File: config.mk
export PLATFORM = sky130hd
export DESIGN_NAME = hc_sr04_echo_emu
export DESIGN_NICKNAME = d
export VERILOG_FILES = /design/src/rtl/hc_sr04_pkg.sv /design/src/rtl/hc_sr04_edge_sync.sv /design/src/rtl/hc_sr04_echo_emu.sv
export SDC_FILE = /design/constraint.sdc
export NUM_CORES = 1
export LEC_CHECK = 0
export ABC_AREA = 0
export BUFFER_PORTS_ARGS = -buffer_cell sky130_fd_sc_hd__buf_2
export CAP_MARGIN = 20
export CELL_PAD_IN_SITES_DETAIL_PLACEMENT = 1
export CELL_PAD_IN_SITES_GLOBAL_PLACEMENT = 1
export CORE_MARGIN = 2
export CORE_UTILIZATION = 52
export CTS_CLUSTER_DIAMETER = 40
export DETAILED_ROUTE_END_ITERATION = 8
export PLACE_DENSITY = 0.92
export REMOVE_ABC_BUFFERS = 1
export SLEW_MARGIN = 40
export SYNTH_ARGS = -nofsm -noshare
export SYNTH_HDL_FRONTEND = slang
export SYNTH_SLANG_ARGS = --single-unit
File: constraint.sdc
create_clock -name clk -period 5.1 [get_ports clk]
set_clock_uncertainty 0.15 [all_clocks]
set_input_delay 0.255 -clock clk [delete_from_list [all_inputs] [get_ports clk]]
set_output_delay 0.255 -clock clk [all_outputs]
set_load 0.005 [all_outputs]
File: src/rtl/hc_sr04_pkg.sv
// Shared types and default timing for the HC-SR04 sensor emulator and controller.
// Default cycle counts assume a 50 MHz system clock.
package hc_sr04_pkg;

  typedef enum logic [2:0] {
    IDLE,
    TRIG_HI,
    BURST,
    ECHO,
    HOLDOFF
  } state_e;

  localparam int unsigned CNT_W  = 32;
  localparam int unsigned DIST_W = 9;

  localparam int unsigned CYC_PER_CM_DEF   = 261;
  localparam int unsigned TRIG_MIN_CYC_DEF = 500;
  localparam int unsigned BURST_CYC_DEF    = 10_000;
  localparam int unsigned MAX_CM_DEF       = 400;
  localparam int unsigned TIMEOUT_CYC_DEF  = 1_900_000;
  localparam int unsigned HOLDOFF_CYC_DEF  = 500_000;

endpackage

File: src/rtl/hc_sr04_edge_sync.sv
// Two-flop synchronizer for the asynchronous trigger, followed by a
// registered-copy rise/fall detector on the synchronized level.
module hc_sr04_edge_sync (
  input  logic clk,
  input  logic rst,
  input  logic sig_i,
  output logic sync_o,
  output logic rise_o,
  output logic fall_o
);

  logic meta_q;
  logic sync_q;
  logic dly_q;

  always_ff @(posedge clk) begin
    if (!rst) begin
      meta_q <= 1'b0;
      sync_q <= 1'b0;
      dly_q  <= 1'b0;
    end else begin
      meta_q <= sig_i;
      sync_q <= meta_q;
      dly_q  <= sync_q;
    end
  end

  assign sync_o = sync_q;
  assign rise_o = sync_q & ~dly_q;
  assign fall_o = ~sync_q & dly_q;

endmodule

File: src/rtl/hc_sr04_echo_emu.sv
// HC-SR04 sensor emulator: validates the trigger width, waits out the burst,
// then returns an echo whose width encodes the programmed distance.
module hc_sr04_echo_emu
  import hc_sr04_pkg::*;
#(
  parameter int unsigned CYC_PER_CM   = CYC_PER_CM_DEF,
  parameter int unsigned TRIG_MIN_CYC = TRIG_MIN_CYC_DEF,
  parameter int unsigned BURST_CYC    = BURST_CYC_DEF,
  parameter int unsigned MAX_CM       = MAX_CM_DEF,
  parameter int unsigned TIMEOUT_CYC  = TIMEOUT_CYC_DEF,
  parameter int unsigned HOLDOFF_CYC  = HOLDOFF_CYC_DEF
) (
  input  logic              clk,
  input  logic              rst,
  input  logic              trigger,
  input  logic [DIST_W-1:0] dist_cm,
  output logic              dur,
  output logic              busy,
  output logic              trig_err
);

  state_e             state_q, state_d;
  logic [CNT_W-1:0]   cnt_q, cnt_d;
  logic [DIST_W-1:0]  dist_q;
  logic [CNT_W-1:0]   echo_len_q;
  logic               dist_ld;
  logic               trig_s, trig_rise, trig_fall;

  function automatic logic [CNT_W-1:0] echo_len_f(input logic [DIST_W-1:0] d);
    if (d == '0 || CNT_W'(d) > MAX_CM) return TIMEOUT_CYC;
    return CNT_W'(d) * CYC_PER_CM;
  endfunction

  hc_sr04_edge_sync u_sync (
    .clk    (clk),
    .rst    (rst),
    .sig_i  (trigger),
    .sync_o (trig_s),
    .rise_o (trig_rise),
    .fall_o (trig_fall)
  );

  always_ff @(posedge clk) begin
    if (!rst) begin
      state_q <= IDLE;
      cnt_q   <= '0;
    end else begin
      state_q <= state_d;
      cnt_q   <= cnt_d;
    end
  end

  // Distance and echo length are pure data; only the FSM needs a reset.
  always_ff @(posedge clk) begin
    if (dist_ld) dist_q <= dist_cm;
    echo_len_q <= echo_len_f(dist_q);
  end

  // One counter serves every state. The rise cycle counts as the first
  // trigger-high cycle and the fall cycle as the first burst cycle.
  always_comb begin
    state_d  = state_q;
    cnt_d    = cnt_q;
    dist_ld  = 1'b0;
    trig_err = 1'b0;
    unique case (state_q)
      IDLE: begin
        if (trig_rise) begin
          state_d = TRIG_HI;
          cnt_d   = 32'd1;
        end
      end
      TRIG_HI: begin
        if (trig_fall) begin
          if (cnt_q >= TRIG_MIN_CYC) begin
            dist_ld = 1'b1;
            cnt_d   = 32'd1;
            state_d = BURST;
          end else begin
            trig_err = 1'b1;
            cnt_d    = '0;
            state_d  = IDLE;
          end
        end else if (trig_s && cnt_q < TRIG_MIN_CYC) begin
          cnt_d = cnt_q + 32'd1;
        end
      end
      BURST: begin
        trig_err = trig_rise;
        if (cnt_q >= BURST_CYC - 1) begin
          state_d = ECHO;
          cnt_d   = echo_len_q;
        end else begin
          cnt_d = cnt_q + 32'd1;
        end
      end
      ECHO: begin
        trig_err = trig_rise;
        if (cnt_q <= 32'd1) begin
          state_d = HOLDOFF;
          cnt_d   = '0;
        end else begin
          cnt_d = cnt_q - 32'd1;
        end
      end
      HOLDOFF: begin
        trig_err = trig_rise;
        if (cnt_q >= HOLDOFF_CYC - 1) begin
          state_d = IDLE;
          cnt_d   = '0;
        end else begin
          cnt_d = cnt_q + 32'd1;
        end
      end
      default: begin
        state_d = IDLE;
        cnt_d   = '0;
      end
    endcase
  end

  assign dur  = (state_q == ECHO);
  assign busy = (state_q != IDLE);

endmodule

# Yosys cells after proc, flatten, opt, wreduce, memory -nomap -nowiden
# Index checks and enable logic that the tools add are counted.
# classes
addsub	2
mul	1
n_lt_le_gt_ge	6
eq_ne	10
muxes	24
n_bitwise	4
reduce_logical	8
# op_table
operator	count
32-bit 2-to-1 mux	6
32-bit case mux with 5 select lines	1
32-bit by 1-bit adder with 32-bit output (second input constant)	1
32-bit by 14-bit >= comparator with 1-bit output (second input constant)	1
32-bit by 19-bit >= comparator with 1-bit output (second input constant)	1
32-bit by 9-bit >= comparator with 1-bit output (second input constant)	1
32-bit by 1-bit <= comparator with 1-bit output (second input constant)	1
32-bit by 9-bit less-than comparator with 1-bit output (second input constant)	1
32-bit by 1-bit subtractor with 32-bit output (second input constant)	1
21-bit 2-to-1 mux	1
9-bit by 9-bit multiplier with 18-bit output (second input constant)	1
18-bit 2-to-1 mux	1
3-bit 2-to-1 mux	5
3-bit case mux with 5 select lines	1
9-bit greater-than comparator (second input constant)	1
9-bit logical NOT	1
2-bit != test (second input constant)	4
1-bit 2-to-1 mux	7
3-bit by 2-bit == test with 1-bit output (second input constant)	2
5-bit AND reduction	1
3-bit by 1-bit == test with 1-bit output (second input constant)	1
3-bit == test (second input constant)	1
3-bit logical NOT	1
3-bit != test (second input constant)	1
other kinds (10)	12
# word_totals
register_bits	68
out_inout_bits	3

# Logic depth before layout (Yosys ltp)
# Gate-level depths: netlist of run 1.
# depth
ltp_word	5
depth_mapped	13

# Modules after synthesis
# From an unflattened synthesis of run 1, not the netlist that was laid out.
# hier_totals
hier_cells	507
area_unflattened_um2	4282.9
# by_module_without_submodules
mod	instances	cells_per_inst	area_per_inst_um2
hc_sr04_echo_emu	1	499	4191.5
hc_sr04_edge_sync	1	8	91.3

# Worst setup path before layout of run 1
# OpenSTA, ideal clock, no wires.
# synth_path
path_type	flip-flop to flip-flop
startpoint	reg dist_q[6]
endpoint	reg echo_len_q[15]
setup_ns	0.128
t_arrival_ns	2.830
required_ns	4.822
path_slack_ns	1.991
path_stages_with_launch	11
path_cell_list	edfxtp_1 > ha_1 > ha_1 > ha_1 > fa_1 > ha_1 > a21boi_0 > o21ai_0 > a211oi_1 > xnor2_1 > nand2_1
# synth_via
elab_chain_cells	4
word_cells_on_any_way	6
# synth_rtl
element	line	rtl
start, declared	hc_sr04_echo_emu.sv:24	logic [DIST_W-1:0] dist_q;
start signal, assigned	hc_sr04_echo_emu.sv:55	if (dist_ld) dist_q <= dist_cm;
parallel branches: the longest is 3 deep, another holds 9-bit by 9-bit multiplier with 18-bit output	--	
18-bit 2-to-1 mux (*)	hc_sr04_echo_emu.sv:31	return CNT_W'(d) * CYC_PER_CM;
end signal, assigned	hc_sr04_echo_emu.sv:56	echo_len_q <= echo_len_f(dist_q);
end, declared	hc_sr04_echo_emu.sv:25	logic [CNT_W-1:0] echo_len_q;
# Every way passes the cells marked *.
# A chain may end at the register's enable or synchronous reset.

# Worst setup path in the final report of run 1
# layout_path
startpoint	reg dist_q[5]
endpoint	reg echo_len_q[15]
# The elaborated chain is that of the path after synthesis.

==> results of run 1 <==
==> stage by stage <==
stage	std cells	power [µW]	instance area, µm²	hold slack [ns]	worst slack, ns
2_1_floorplan	488	587	4250	0.204	1.80
3_3_place_gp	609	608	4480	0.265	1.72
3_5_place_dp	609	611	4500	0.270	1.28
4_1_cts	635	1030	4780	0.0945	1.26
5_1_grt	635	1060	4780	0.108	1.14
6_report	635	1030	4780	0.100	1.28
==> where the power goes <==
| group | total, µW | internal [µW] | switching (µW) |
|---|---|---|---|
| sequential | 533 | 528 | 4.66 |
| clock | 422 | 183 | 239 |
| combinational | 75.2 | 29.1 | 46.1 |
==> metal layers <==
layer / up-vias / GRT usage [%] / part of all wire (%)
met5: - / 0 / 0
met4: 0 / 14.8 / 3.2
met3: 50 / 6.58 / 4.3
met2: 132 / 63.0 / 54
met1: 2075 / 32.1 / 38
li1: 1927 / - / -
==> worst reg2reg max path, cell delays in order (launching register included) <==
cell and delay [ns]:
sky130_fd_sc_hd__edfxtp_1 0.55, sky130_fd_sc_hd__ha_1 0.35, sky130_fd_sc_hd__ha_1 0.29, sky130_fd_sc_hd__ha_1 0.31, sky130_fd_sc_hd__ha_1 0.17, sky130_fd_sc_hd__inv_1 0.07
sky130_fd_sc_hd__fa_1 0.40, sky130_fd_sc_hd__nor2b_1 0.18, sky130_fd_sc_hd__o21ai_0 0.16, sky130_fd_sc_hd__a21boi_0 0.32, sky130_fd_sc_hd__o21ai_0 0.21, sky130_fd_sc_hd__a211oi_1 0.32
sky130_fd_sc_hd__xnor2_1 0.16, sky130_fd_sc_hd__nand2_1 0.07
==> how the worst min path moves through the flow <==
stage | from | to | slack [ns]
2_1_floorplan | dist_cm[0] | dist_q[0]$_DFFE_PP_ | 0.20
3_3_place_gp | u_sync.meta_q$_SDFF_PN0_ | u_sync.sync_o$_SDFF_PN0_ | 0.26
3_5_place_dp | u_sync.meta_q$_SDFF_PN0_ | u_sync.sync_o$_SDFF_PN0_ | 0.27
4_1_cts | rst | state_q[1]$_SDFFE_PN0P_ | 0.09
5_1_grt | rst | state_q[1]$_SDFFE_PN0P_ | 0.11
6_report | rst | state_q[1]$_SDFFE_PN0P_ | 0.10
==> registers in the layout, summed over array words and instances, names as in the netlist <==
name           count
u_sync.meta_q      1
u_sync.dly_q       1
state_q            3
cnt_q             32
echo_len_q        19
dist_q             9
u_sync.sync_o      1
==> layout make-up <==
cell class              count  area, µm²  area share, %
well taps                 105        131           2.75
repair buffers             26        185           3.87
clock inverters             7       58.8           1.23
multi-input cells         398       2780           58.2
flip-flops and latches     66       1410           29.5
inverters                  24       90.1           1.88
clock buffers               9        124           2.59
==> cells by family after synthesis <==
group                      synth area share, %
adders and majority gates                 11.0
xor gates and xnor gates                  4.37
AOI/OAI and AO/OA                         22.2
buffers and inverters                     5.59
DFF                                       32.0
muxes                                    0.227
and+or+nand+nor                           24.5
other                                   0.0851
==> cells in the final DEF (no fill, tap or decap), drive strengths merged, types with 8 or more instances in the layout <==
| master | n |
|---|---|
| clkbuf | 9 |
| nor2 | 41 |
| buf | 16 |
| nand3 | 14 |
| xnor2 | 14 |
| ha | 34 |
| dfxtp | 57 |
| and2 | 18 |
| or3 | 11 |
| nor3 | 16 |
| xor2 | 8 |
| a21oi | 36 |
| a211oi | 8 |
| dlygate4sd3 | 10 |
| nand2 | 44 |
| inv | 27 |
| edfxtp | 9 |
| o22ai | 12 |
| o21ai | 25 |
==> results.md, run 1 <==
- Distinct cells, synth: slightly above 70
- DP HPWL: approximately 9.7 mm
- Status: complete, no violations
- Reg2Reg Depth: 13
- Setup repair after global routing missed its margin: no
- Sequential-to-total area share from yosys stat: 32.0%
- Synthesis-to-layout area growth: 8.46%
- Crit path time final: 3.82 ns
- Most used standard cell by instance count after synthesis: sky130_fd_sc_hd__dfxtp_1
- Total power divided by cell area: between 200 and 250 nW/µm²
- Synth async-reset ratio: 0%
- Origin of the critical flop-to-flop path: dist_q[5]$_DFFE_PP_
- Gate count after technology mapping: around 520
- Root cell of the clock tree: sky130_fd_sc_hd__clkbuf_8
- Number of global-route vias before repair: 4555
- Top area cells in the synthesized netlist: sky130_fd_sc_hd__dfxtp_1 (26%), sky130_fd_sc_hd__ha_1 (9.7%), sky130_fd_sc_hd__edfxtp_1 (6.1%)
- Residual DRC: 0
- Reg-to-reg endpoint: echo_len_q[15]$_SDFF_PP1_
- Fin crit share: between 70% and 80%
- Post-cts hold buffer count: 10
- Pins over their slew limit: 0
- Die area: between 9000 and 10000 µm²
- Chain of cells forming the critical path: ha_1 -> ha_1 -> ha_1 -> ha_1 -> inv_1 -> fa_1 -> nor2b_1 -> o21ai_0 -> a21boi_0 -> o21ai_0 -> a211oi_1 -> xnor2_1 -> nand2_1
- Remaining antenna violation count: 0
- Initial standard-cell utilization of the core: roughly 54%
- Core Box Area: slightly above 8000 µm²
- Die W: about 96 µm
- Final net count: 574
- Height of the die: 96.1 µm
- Final estimated routing congestion in global placement: about 0.87
- Worst voltage drop across the vdd grid: 134 µV
- Cts bufs inserted: 9
- Count of buffering cells on the critical path with inverters included: 1
- Cell type with the highest aggregate area in the netlist: sky130_fd_sc_hd__dfxtp_1
- Critical path data arrival time: around 3.9 ns
- Total number of clock tree sinks: 66
- Class of the tightest hold or removal check: primary input to flip-flop
- Worst slew margin relative to its limit: ~48%
- Flop2flop setup slack: about 1.3 ns
- Ratio of cells with drive above 1 in the final layout: 10.8%
- Area of the mapped netlist: about 4400 µm²
- Lkg Pwr: 0.00194 µW
- Number of failing hold endpoints at the final stage: 0
- Data required time of the critical path: 5.20 ns
- Kind of capture point of the worst setup path: flip-flop
- Cells on Worst Hold Path: 2
- Top fanout value on the critical path: 9
- Final routed wire length divided by cell count: about 22 µm
- Maximum buffer depth of the clock tree: 2
- Cell depth of the worst setup path: 13
- Global-route congestion overflow total: 0
- Start point of the critical path: dist_q[5]$_DFFE_PP_
- Most repeated library cell on the critical path: sky130_fd_sc_hd__ha_1
- Global-route wire length before repair: 22.5 mm
- Total number of vias: approximately 4200
- Share of the core filled with cells in the final layout: 58.2%
- Yosys synthesis warning count: 0
- FILL cells: about 980
- Peak Freq: between 200 and 300 MHz
- Worst Path Class, Setup: flip-flop to flip-flop
- Family with the most delay on the worst path: adder cells
- Setup TNS Final: 0 ns
- Total setup violations reported at the end of the flow: 0
- Number of synthesized flops with an enable pin: 9
- Synth top cells by count: sky130_fd_sc_hd__dfxtp_1 (57), sky130_fd_sc_hd__nand2_1 (44), sky130_fd_sc_hd__nor2_1 (40)
- Top_reg_cell synth: sky130_fd_sc_hd__dfxtp_1
- Aggregate routed wire length: roughly 14 mm
- CP max stage cell: sky130_fd_sc_hd__edfxtp_1
- Measured slew at the worst slew-check pin: between 0.7 and 0.8 ns
- Worst setup endpoint: echo_len_q[15]$_SDFF_PP1_
- Drt via density: around 6.6
- Pin count of the biggest net entering global routing: 27
- CTS-repair resized insts: 0
- Total of max-cap violations: 0
- Global Route Usage Sum: about a third
- Delay contributed by the slowest stage of the critical path: 0.55 ns
- Startpoint class of the critical path: flip-flop
- Initial antenna violation count: 0
- Clock network latency to the later pin of the worst-skew pair: ~0.37 ns
- Clock-pin slew on the worst setup and hold paths: ~0.09 ns
- Post-Syn Area per Cell: roughly 8.4 µm²
- Number of primary I/O pins: 15
- Post-CTS setup buffer count: 0
- Clock tree from TritonCTS: done
- Row cnt: 33
- Count of routing violations after the opening detailed-route iteration: 271
- Input/output buffers: 14
- Number of search-and-repair iterations in the first detailed-routing pass: 5
- Area share of the largest cell type after synthesis: around a quarter
- Register bit total from synthesis: 66
- Total number of H-tree levels: 3
- Number of diodes: 0
Power figures use the tool's default switching activity.
==> inputs of run 2 (changes only) <==
- CORE_UTILIZATION: 52 -> 43
- PLACE_DENSITY: 0.92 -> 0.82
- clock period: 5.1 -> 3.45 ns (I/O delays scaled with it)
==> run 2 against run 1 <==
Cell count increased by 7.2%. Non-clock buffer count increased by 18. Sequential share of layout area decreased by 1.1 points. Utilization decreased by 7.8 points. Clock power increased by 52%. Worst hold slack got worse by 0.042 ns. Combinational power increased by 58%. Wire length decreased by 4.7%. Setup slack got worse by 1.1 ns. Design area increased by 3.9%. Total power increased by 50%. Critical endpoint is now echo_len_q[12]$_SDFF_PP1_.
==> results.md, run 2 (synthesis results as in run 1) <==
- Final net count: 592 (was 574)
- Setup slack of the critical path after layout: 0.179 ns (was 1.28 ns)
- Initial antenna violation count: 0 (unchanged)
- Cells on Worst Hold Path: 2 (unchanged)
- Total of max-cap violations: 0 (unchanged)
- Height of the die: 105 µm (was 96.1 µm)
- Status: complete, no violations (unchanged)
- Most repeated library cell on the critical path: sky130_fd_sc_hd__ha_1 (unchanged)
- Critical path data arrival time: 3.36 ns (was 3.92 ns)
- Peak Freq: 306 MHz (was 261 MHz)
- Pin count of the biggest net entering global routing: 20 (was 27)
- Clock tree from TritonCTS: done (unchanged)
- Worst slew margin relative to its limit: 49.7% (was 47.7%)
- Most common library cell in the layout ignoring fill and taps: sky130_fd_sc_hd__dfxtp_1 (unchanged)
- Measured slew at the worst slew-check pin: 0.754 ns (was 0.779 ns)
- Die area: 11100 µm² (was 9230 µm²)
- Core Box Area: 9860 µm² (was 8220 µm²)
- Global-route wire length before repair: 21.5 mm (was 22.5 mm)
- Fin crit share: 94.8% (was 75.0%)
- Number of diodes: 0 (unchanged)
- Kind of capture point of the worst setup path: flip-flop (unchanged)
- Number of flip-flops in the largest register: 32 (unchanged)
- Number of failing hold endpoints at the final stage: 0 (unchanged)
- FILL cells: 1171 (was 984)
- Cell depth of the worst setup path: 11 (was 13)
- Reg2Reg Depth: 11 (was 13)
- DP HPWL: 9.40 mm (was 9.66 mm)
- Delay contributed by the slowest stage of the critical path: 0.40 ns (was 0.55 ns)
- Initial standard-cell utilization of the core: 44.7% (was 53.6%)
- Most flop-heavy register: cnt_q (unchanged)
- Input/output buffers: 14 (unchanged)
- Crit path time final: 3.27 ns (was 3.82 ns)
- Total number of H-tree levels: 3 (unchanged)
- Worst Path Class, Setup: flip-flop to flip-flop (unchanged)
- Total setup violations reported at the end of the flow: 0 (unchanged)
- Post-placement setup slack: 0.0234 ns (was 1.28 ns)
- Row cnt: 36 (was 33)
- Total power divided by cell area: 311 nW/µm² (was 215 nW/µm²)
- Lkg Pwr: 0.00203 µW (was 0.00194 µW)
- Number of search-and-repair iterations in the first detailed-routing pass: 5 (unchanged)
- Aggregate routed wire length: 13.1 mm (was 13.8 mm)
- Clock network latency to the later pin of the worst-skew pair: 0.36 ns (was 0.37 ns)
- Count of routing violations after the opening detailed-route iteration: 298 (was 271)
- Drt via density: 6.03 (was 6.59)
- Total number of clock tree sinks: 66 (unchanged)
- Root cell of the clock tree: sky130_fd_sc_hd__clkbuf_8 (unchanged)
- Die W: 105 µm (was 96.1 µm)
- Data required time of the critical path: 3.54 ns (was 5.20 ns)
- Number of primary I/O pins: 15 (unchanged)
- Startpoint class of the critical path: flip-flop (unchanged)
- Remaining antenna violation count: 0 (unchanged)
- Chain of cells forming the critical path: buf_4 -> ha_1 -> ha_1 -> ha_1 -> ha_1 -> a21o_1 -> a21oi_1 -> o21ai_0 -> a21oi_1 -> xor2_1 -> nand2_1 (was ha_1 -> ha_1 -> ha_1 -> ha_1 -> inv_1 -> fa_1 -> nor2b_1 -> o21ai_0 -> a21boi_0 -> o21ai_0 -> a211oi_1 -> xnor2_1 -> nand2_1)
- Clock-pin slew on the worst setup and hold paths: 0.08 ns (was 0.09 ns)
- CP max stage cell: sky130_fd_sc_hd__edfxtp_1 (unchanged)
- Synthesis-to-layout area growth: 12.7% (was 8.46%)
- Maximum buffer depth of the clock tree: 2 (unchanged)
- Setup TNS Final: 0 ns (unchanged)
- Count of buffering cells on the critical path with inverters included: 1 (unchanged)
- Pins over their slew limit: 0 (unchanged)
- Top fanout value on the critical path: 8 (was 9)
- Registers with the highest flip-flop counts: cnt_q (32), echo_len_q (19), dist_q (9) (unchanged)
- Final estimated routing congestion in global placement: 0.847 (was 0.867)
- Cts bufs inserted: 9 (unchanged)
- Residual DRC: 0 (unchanged)
- Family with the most delay on the worst path: adder cells (unchanged)
- Number of global-route vias before repair: 4370 (was 4555)
- Final routed wire length divided by cell count: 19.3 µm (was 21.7 µm)
- Total number of vias: 4105 (was 4184)
- Global Route Usage Sum: 24.7% (was 32.2%)
- Ratio of cells with drive above 1 in the final layout: 14.1% (was 10.8%)
- Worst voltage drop across the vdd grid: 243 µV (was 134 µV)
- Most frequent cells in the layout: sky130_fd_sc_hd__dfxtp_1 (57), sky130_fd_sc_hd__nand2_1 (44), sky130_fd_sc_hd__nor2_1 (39) (unchanged)
- Global-route congestion overflow total: 0 (unchanged)
- Class of the tightest hold or removal check: primary input to flip-flop (unchanged)
==> run 2: changes by cell type in the layout (fill, tap and decap cells not counted), sizes merged <==
cell,change
buf,+18
clkinvlp,-1
clkbuf,+1
clkinv,+2
inv,-2
==> run 2: path summary, 6_finish.rpt <==
check                                                  to  slack, ns                     start
worst min-delay path              state_q[1]$_SDFFE_PN0P_       0.06                       rst
worst min register to register   u_sync.sync_o$_SDFF_PN0_       0.32  u_sync.meta_q$_SDFF_PN0_
worst max-delay path            echo_len_q[12]$_SDFF_PP1_       0.18       dist_q[5]$_DFFE_PP_
worst max register to register  echo_len_q[12]$_SDFF_PP1_       0.18       dist_q[5]$_DFFE_PP_
==> run 2: final cells by class <==
type / count / area (µm²) / share of cell area [%]
tap: 133 / 166 / 3.35
inverter: 24 / 90.1 / 1.81
clock buffer: 10 / 149 / 3.00
timing repair buffer: 44 / 320 / 6.45
multi-input combinational: 398 / 2780 / 56.0
clock inverter: 6 / 47.5 / 0.957
sequential: 66 / 1410 / 28.4
==> run 2: layer usage <==
metal	GRT usage [%]	wire length, µm
met3	4.27	459
met4	10.7	364
met5	0	0
met2	46.5	6910
met1	27.0	5380
==> run 2: power by group <==
group          total (µW)  switching [µW]  internal (µW)  leakage (µW)
clock network         641             332            309     0.0000980
logic                 119            70.5           48.2       0.00139
registers             785            4.41            781      0.000547
total                1550             407           1140       0.00203
==> run 2: timing repair <==
item,in CTS,in global routing
setup endpoints to repair,1,6
hold buffers,10,0
endpoints found under the hold margin,10,0
setup buffers,0,2
gates resized for setup,1,6
pin swaps,1,4
==> run 2: per-stage QoR <==
step | total power, µW | std cells | cell area [µm²] | util, % | hold slack, ns
3_5_place_dp | 911 | 653 | 4640 | 47.0 | 0.201
5_1_grt | 1610 | 681 | 4970 | 50.4 | 0.0521
3_3_place_gp | 907 | 653 | 4630 | 47.0 | 0.201
2_1_floorplan | 868 | 488 | 4250 | - | 0.121
4_1_cts | 1560 | 679 | 4940 | 50.1 | 0.0364
6_report | 1550 | 681 | 4970 | 50.4 | 0.0578
